File: config.mk
export PLATFORM = sky130hd
export DESIGN_NAME = comp_mult_pipe
export DESIGN_NICKNAME = d
export VERILOG_FILES = /design/src/rtl/comp_mult_pipe.sv
export SDC_FILE = /design/constraint.sdc
export NUM_CORES = 1
export LEC_CHECK = 0
export CAP_MARGIN = 20
export CELL_PAD_IN_SITES_DETAIL_PLACEMENT = 0
export CELL_PAD_IN_SITES_GLOBAL_PLACEMENT = 1
export CORE_MARGIN = 1
export CORE_UTILIZATION = 51
export DETAILED_ROUTE_END_ITERATION = 16
export PLACE_DENSITY_LB_ADDON = 0.15
export REMOVE_ABC_BUFFERS = 1
export SLEW_MARGIN = 5
export SYNTH_ARGS = -nofsm -noshare
export SYNTH_HDL_FRONTEND = slang
export SYNTH_SLANG_ARGS = --single-unit
File: constraint.sdc
create_clock -name clk -period 5.6 [get_ports clk]
set_clock_uncertainty 0.05 [all_clocks]
set_input_delay 0.56 -clock clk [delete_from_list [all_inputs] [get_ports clk]]
set_output_delay 0.56 -clock clk [all_outputs]
set_load 0.02 [all_outputs]
File: src/rtl/comp_mult_pipe.sv
// Fully pipelined signed complex multiplier with optional conjugate of the
// second operand. Full-precision result, credit-controlled output FIFO.
// Stages: S1 operand regs -> S2 product regs -> S3 add/sub into FIFO.
module comp_mult_pipe #(
    parameter int DWIDTH     = 8,
    parameter int FIFO_DEPTH = 4
) (
    input  logic                          clk,
    input  logic                          rst_n,
    input  logic                          sw_rst,
    input  logic                          op_val,
    output logic                          op_rdy,
    input  logic [4*DWIDTH-1:0]           op_data,
    input  logic                          op_conj,
    output logic                          res_val,
    input  logic                          res_rdy,
    output logic [2*(2*DWIDTH+1)-1:0]     res_data
);

    localparam int PW = 2*DWIDTH;
    localparam int RW = 2*DWIDTH + 1;
    localparam int AW = (FIFO_DEPTH > 1) ? $clog2(FIFO_DEPTH) : 1;
    localparam int CW = $clog2(FIFO_DEPTH + 1);
    localparam logic [CW-1:0] DEPTH_C = CW'(FIFO_DEPTH);
    localparam logic [AW-1:0] LAST_C  = AW'(FIFO_DEPTH - 1);

    // Pipeline valids
    logic              v1_q, v1_d, v2_q, v2_d;
    // S1 operand regs
    logic [4*DWIDTH-1:0] opd_q, opd_d;
    logic              cj1_q, cj1_d;
    // S2 product regs
    logic signed [PW-1:0] pxx_q, pyy_q, pxy_q, pyx_q;
    logic signed [PW-1:0] pxx_d, pyy_d, pxy_d, pyx_d;
    logic              cj2_q, cj2_d;
    // FIFO and credit state
    logic [2*RW-1:0]   mem_q [FIFO_DEPTH];
    logic [AW-1:0]     wr_ptr_q, wr_ptr_d, rd_ptr_q, rd_ptr_d;
    logic [CW-1:0]     cnt_q, cnt_d, occ_q, occ_d;

    logic              accept, pop, push;
    logic [RW-1:0]     xr, yr;

    // Sign-extend a component to product width so the multiply is exact.
    function automatic logic signed [PW-1:0] sx(input logic [DWIDTH-1:0] a);
        return signed'({{DWIDTH{a[DWIDTH-1]}}, a});
    endfunction

    // Sign-extend a product to result width so add/sub cannot wrap.
    function automatic logic [RW-1:0] px(input logic signed [PW-1:0] p);
        return {p[PW-1], p};
    endfunction

    function automatic logic [AW-1:0] inc(input logic [AW-1:0] p);
        return (p == LAST_C) ? '0 : p + AW'(1);
    endfunction

    assign op_rdy  = (occ_q < DEPTH_C) & ~sw_rst;
    assign accept  = op_val & op_rdy;
    assign res_val = (cnt_q != '0);
    assign pop     = res_val & res_rdy;
    assign push    = v2_q;
    assign res_data = res_val ? mem_q[rd_ptr_q] : '0;

    // S3 add/sub; conj flips the sign of y2, swapping which cross terms subtract
    always_comb begin
        if (cj2_q) begin
            xr = px(pxx_q) + px(pyy_q);
            yr = px(pyx_q) - px(pxy_q);
        end else begin
            xr = px(pxx_q) - px(pyy_q);
            yr = px(pxy_q) + px(pyx_q);
        end
    end

    // Datapath next-state: capture operands on accept, products when S1 valid
    always_comb begin
        opd_d = opd_q;
        cj1_d = cj1_q;
        pxx_d = pxx_q;
        pyy_d = pyy_q;
        pxy_d = pxy_q;
        pyx_d = pyx_q;
        cj2_d = cj2_q;
        if (accept) begin
            opd_d = op_data;
            cj1_d = op_conj;
        end
        if (v1_q) begin
            pxx_d = sx(opd_q[4*DWIDTH-1 -: DWIDTH]) * sx(opd_q[2*DWIDTH-1 -: DWIDTH]);
            pyy_d = sx(opd_q[3*DWIDTH-1 -: DWIDTH]) * sx(opd_q[DWIDTH-1:0]);
            pxy_d = sx(opd_q[4*DWIDTH-1 -: DWIDTH]) * sx(opd_q[DWIDTH-1:0]);
            pyx_d = sx(opd_q[3*DWIDTH-1 -: DWIDTH]) * sx(opd_q[2*DWIDTH-1 -: DWIDTH]);
            cj2_d = cj1_q;
        end
    end

    // Control next-state: valids, FIFO pointers/level, credit counter
    always_comb begin
        v1_d     = accept;
        v2_d     = v1_q;
        wr_ptr_d = push ? inc(wr_ptr_q) : wr_ptr_q;
        rd_ptr_d = pop  ? inc(rd_ptr_q) : rd_ptr_q;
        cnt_d    = cnt_q;
        if (push && !pop)      cnt_d = cnt_q + CW'(1);
        else if (!push && pop) cnt_d = cnt_q - CW'(1);
        occ_d    = occ_q;
        if (accept && !pop)      occ_d = occ_q + CW'(1);
        else if (!accept && pop) occ_d = occ_q - CW'(1);
        if (sw_rst) begin
            v1_d     = 1'b0;
            v2_d     = 1'b0;
            wr_ptr_d = '0;
            rd_ptr_d = '0;
            cnt_d    = '0;
            occ_d    = '0;
        end
    end

    // Control state registers
    always_ff @(posedge clk or negedge rst_n) begin
        if (!rst_n) begin
            v1_q     <= 1'b0;
            v2_q     <= 1'b0;
            wr_ptr_q <= '0;
            rd_ptr_q <= '0;
            cnt_q    <= '0;
            occ_q    <= '0;
        end else begin
            v1_q     <= v1_d;
            v2_q     <= v2_d;
            wr_ptr_q <= wr_ptr_d;
            rd_ptr_q <= rd_ptr_d;
            cnt_q    <= cnt_d;
            occ_q    <= occ_d;
        end
    end

    // Datapath registers
    always_ff @(posedge clk or negedge rst_n) begin
        if (!rst_n) begin
            opd_q <= '0;
            cj1_q <= 1'b0;
            pxx_q <= '0;
            pyy_q <= '0;
            pxy_q <= '0;
            pyx_q <= '0;
            cj2_q <= 1'b0;
        end else begin
            opd_q <= opd_d;
            cj1_q <= cj1_d;
            pxx_q <= pxx_d;
            pyy_q <= pyy_d;
            pxy_q <= pxy_d;
            pyx_q <= pyx_d;
            cj2_q <= cj2_d;
        end
    end

    // FIFO storage; contents are qualified by the level, so no reset needed
    always_ff @(posedge clk) begin
        if (push && !sw_rst) mem_q[wr_ptr_q] <= {xr, yr};
    end

endmodule

# After elaboration in Yosys (flattened, before gate mapping)

Memory sizes are Yosys's and may differ from the RTL's.
Cells that the tools add are included.

$add $sub $neg: 10
Multipliers: 4
Divide/modulo/power cells: 0
$lt $le $gt $ge: 1
Equal/unequal tests: 2
Shift operators: 0
Mux-type cells: 19
Bitwise operators: 4
Reductions and logical operators: 14

Operators with widths:

| cell                                                               | number |
|---|---|
| 8-bit by 8-bit multiplier with 16-bit output                       | 4 |
| 16-bit by 16-bit adder with 17-bit output                          | 2 |
| 17-bit two-way mux                                                 | 2 |
| 34-bit two-way mux                                                 | 1 |
| 16-bit by 16-bit subtractor with 17-bit output                     | 2 |
| 3-bit two-way mux                                                  | 6 |
| 2-bit two-way mux                                                  | 6 |
| 3-bit nonzero test                                                 | 3 |
| 3-bit by 1-bit adder with 3-bit output, second input constant      | 2 |
| 3-bit by 1-bit subtractor with 3-bit output, second input constant | 2 |
| 1-bit logical AND                                                  | 5 |
| 2-bit by 1-bit adder with 2-bit output, second input constant      | 2 |
| 2-bit equality test, second input constant                         | 2 |
| 1-bit logical NOT                                                  | 4 |
| 1-bit two-way mux                                                  | 4 |
| 2-bit nonzero test                                                 | 2 |
| 1-bit bitwise AND                                                  | 3 |
| 3-bit less-than comparator, second input constant                  | 1 |
| 1-bit inverter                                                     | 1 |

Bits in registers: 110
Bits in latches: 0
RAM bits: 136
Bits in read-only memories: 0
Logic and storage cells: 68
Memories: 1

Memory list:

| memory | words | bits a word | read ports | clocked after Yosys merged registers in | write ports | RTL line | text |
|---|---|---|---|---|---|---|---|
| mem_q  | 4     | 34          | 1          | 0                                       | 1           | 37       | `logic [2*RW-1:0] mem_q [FIFO_DEPTH];` |

# Longest topological paths before layout

Depth in word-level cells: 8
Gate-level depth with buffers: 19
Depth with buffers taken out: 18

# Worst setup path before layout

OpenSTA, ideal clock, no wires.

Path kind: register -> register
Start point: register opd_q[30]
End point: register pxx_q[14]
Data arrival time: 4541 ps
Data required time: 5421 ps
Path slack: 881 ps
Stages on the path, launching flop included: 19
Clock period less this slack: 4719 ps
Path through: dfrtp_1 -> clkbuf_1 -> and2_1 -> fa_1 -> inv_1 -> fa_1 -> inv_1 -> fa_1 -> inv_1 -> fa_1 -> inv_1 -> ha_1 -> o21ai_0 -> a21boi_1 -> o21ai_0 -> a21boi_1 -> o41ai_1 -> mux2i_1 -> a2111o_1

Word-level cells in the longest chain between the ends: 1

RTL lines:

| item                                         | RTL line | text |
|---|---|---|
| start, declared                              | 30       | `logic [4*DWIDTH-1:0] opd_q, opd_d;` |
| start signal, assigned                       | 150      | `opd_q <= opd_d;` |
| 8-bit by 8-bit multiplier with 16-bit output | 90       | `pxx_d = sx(opd_q[4*DWIDTH-1 -: DWIDTH]) * sx(opd_q[2*DWIDTH-1 -: DWIDTH]);` |
| end signal, assigned                         | 152      | `pxx_q <= pxx_d;` |
| end, declared                                | 33       | `logic signed [PW-1:0] pxx_q, pyy_q, pxy_q, pyx_q;` |

No other way between the ends.
A chain may end at the register's enable or synchronous reset.

# Worst setup path after layout

Start point: register opd_q[10]
End point: register pyx_q[14]

Word-level cells in the longest chain between the ends: 1

RTL lines:

| item                                         | RTL line | text |
|---|---|---|
| 8-bit by 8-bit multiplier with 16-bit output | 93       | `pyx_d = sx(opd_q[3*DWIDTH-1 -: DWIDTH]) * sx(opd_q[2*DWIDTH-1 -: DWIDTH]);` |
| end signal, assigned                         | 155      | `pyx_q <= pyx_d;` |
| end, declared                                | 33       |  |

No other way between the ends.

==> impl_metrics.ini <==
[status]
status = completed

[critical_path]
cp.arrival_ps = 5570
crit_path_start_kind = register
cp-end-kind = register
r2r_end = pyx_q[14]
crit_required_ps = 5990
reg2regPathDepth = 17
r2r_slack_ps = 420
r2r_start = opd_q[10]
cp_max_fo = 17
critPathKind = reg -> reg
cp-endpoint = pyx_q[14]
crit_path_start = opd_q[10]

[sta]
tightest_slew_ps = 831
maxSlewViolCount = 0
setup_ws_ps = 420
relSlewSlack_pct = 44.6
finalSetupTns_ps = 0
hold_viol = 0
setup_viol_count_final = 0
finalCriticalPeriod_ps = 5180
rsz0062_at_grt = false
fmax_ghz = 0.193
min_period_over_period_pct = 92.5

[global_route]
grt_pass1_vias = 14100
grt.total_usage_pct = 22.0
grt_max_degree = 59
antenna_found_initial = 0
grt_first_pass_wirelength_um = 73800
overflow = 0
met2_usage_pct = 35.9
grt_busiest_layer = met2
met3_usage_pct = 2.46
use_met1_pct = 31.9

[placement]
gp_congestion = 0.784
portBuffers = 73
dp_slack_ps = 435
dpl.hpwl_um = 33100

[clock_network]
clock_path_buffers = 3
postCtsHoldBufs = 0
path_clk_slew_ps = 60
cts_setup_buffers = 0
cts_tree = yes
clock_latency_ps = 560
tritoncts.num_buffers = 29
clockRootBuffer = clkbuf_16
cts_resized = 0
numClockSinks = 246
htreeDepth = 1

[floorplanning]
start_util_pct = 52.1
num_io_pins = 74
dieHeight_um = 207
core_area_sq_mm = 0.0411
rows = 74
die_x_um = 207
dieArea_sq_mm = 0.0428

[finish]
antenna_cells = 0
fin_util_pct = 57.5
drive_gt1_share_pct = 8.59
syn_to_final_growth_pct = 10.5
fillers = 3496
nNetsFinal = 2443

[drt]
viasPerCell = 5.27
vias = 13600
drt.antenna.violating_nets = 0
firstDrtPassIters = 7
drtIter0Drc = 723
wirelength_um = 44200
drc = 0
wl_per_cell_um = 17.1

[worst_hold_path]
hp-class = in -> async

[logic_synthesis]
ys.flop_type = edfxtp_1
synthCells = 1968
synth-edff-count = 136
synthArstFlopShare_pct = 44.7
yosysWarnings = 0
synth-seq-cells = 246
synth_area_sq_mm = 0.0214
synthDistinctLibCells = 58
synth-seq-area-share_pct = 31.9
syn_avg_cell_area_sq_um = 10.9

[flow_run]
drv_cap = 0
sequential cells by signal (all words and copies together), names as in the netlist:
| name | count |
|---|---|
| cj1_q | 1 |
| cj2_q | 1 |
| cnt_q | 3 |
| mem_q | 136 |
| occ_q | 3 |
| opd_q | 32 |
| push | 1 |
| pxx_q | 16 |
| pxy_q | 16 |
| pyx_q | 16 |
| pyy_q | 16 |
| rd_ptr_q | 2 |
| v1_q | 1 |
| wr_ptr_q | 2 |
worst min path at each step:
stage,start,endpoint,cells past startpoint
CTS,rst_n,opd_q[18],1
finish,rst_n,opd_q[18],1
global route,rst_n,opd_q[18],1
global placement,pyy_q[5],pyy_q[5],2
floorplan,rst_n,cj1_q,0
detailed placement,pyy_q[5],pyy_q[5],2
cell usage after synthesis, drive strengths merged (3+ instances only):
library cell | count | area share [%]
mux4 | 34 | 3.6
xor2 | 22 | 0.90
o21bai | 6 | 0.21
and2 | 213 | 6.2
nor3b | 5 | 0.18
dfrtp | 110 | 13
a21boi | 9 | 0.32
or4 | 3 | 0.11
o31ai | 14 | 0.49
nand2b | 12 | 0.35
buf | 9 | 0.17
nor4 | 7 | 0.20
nor3 | 25 | 0.58
a211oi | 13 | 0.54
nor4b | 4 | 0.16
a21o | 26 | 0.91
nand2 | 101 | 1.8
edfxtp | 136 | 19
clkbuf | 59 | 1.0
ha | 155 | 9.1
a31oi | 11 | 0.32
fa | 224 | 21
inv | 347 | 6.1
o2111ai | 3 | 0.12
a21oi | 48 | 1.1
o21ai | 43 | 1.0
xnor2 | 85 | 3.5
mux2i | 8 | 0.37
a2111o | 4 | 0.21
nand3 | 8 | 0.19
o21a | 13 | 0.46
o41ai | 5 | 0.20
mux2 | 61 | 3.2
or2 | 3 | 0.088
nor2 | 82 | 1.4
nor2b | 33 | 0.96
nand3b | 9 | 0.32
placed cells by master (no fill, tap or decap), types with 5 or more instances in the layout:
cell             netlist  final
o41ai_1                5      5
clkdlybuf4s50_1        0     72
a31oi_1               11     11
o21ai_0               39     39
inv_1                347    346
fa_1                 224    224
nand3b_1               9      9
mux2_2                60     60
dfrtp_1              110    108
nor3_1                25     25
a21o_1                26     26
a21boi_1               5      5
nor4_1                 7      7
o21bai_1               6      6
nor2b_1               33     33
a21oi_1               48     48
nand2b_1              12     12
clkinv_4               0      5
xor2_1                22     22
and2_1               213    212
mux2i_1                8      8
nor3b_1                5      5
nor2_1                82     82
o31ai_1               14     14
mux4_2                34     34
clkinv_2               0      5
nand3_1                8      8
nand2_1              101    101
xnor2_1               85     85
a211oi_1              11     11
ha_1                 155    155
buf_4                  0     22
clkbuf_16              0     30
edfxtp_1             136    136
o21a_1                13     13
final cells by class:
class / instances / area (sq um) / area share (%)
Clock buffer: 33 / 751 / 3.17
Multi-Input combinational cell: 1307 / 13000 / 55.0
Tap cell: 532 / 666 / 2.81
Sequential cell: 246 / 6840 / 28.9
Inverter: 347 / 1300 / 5.51
Timing Repair Buffer: 95 / 911 / 3.85
Clock inverter: 20 / 181 / 0.767
logic make-up after synthesis:
family,Yosys count,share of synthesized area (%)
AND/OR/NAND/NOR,508,12.7
buffers and inverters,415,7.29
adder cells (fa/ha/maj),379,30.0
flip-flops,246,31.9
AO/OA/AOI/OAI,210,6.53
XOR/XNOR,107,4.38
multiplexers,103,7.18
critical path: stages (launching register included):
cell and delay [ps]:
dfrtp_1 650, and2_1 300, fa_1 540, inv_1 60, fa_1 530, inv_1 50
fa_1 470, inv_1 50, fa_1 470, inv_1 40, ha_1 320, o21ai_0 130
a21boi_0 160, o21ai_0 250, a21boi_1 140, o41ai_1 340, mux2i_1 130, a2111o_1 390
layer usage:
layer	vias up	share of wire, %
li1	6520	-
met1	6792	48
met2	250	46
met3	43	4.3
met4	0	1.6
met5	-	0
stage by stage:
step	cells	instance area [sq um]	hold slack, ps
finish	2580	23700	8.14
global route	2580	23700	77.6
CTS	2579	23600	43.8
detailed placement	2526	22700	427
global placement	2526	22700	421
floorplan	1900	21100	214
Power is left out: the tool's default activity adds up to more than one toggle a clock period on the data nets, which glitch-free logic cannot reach.
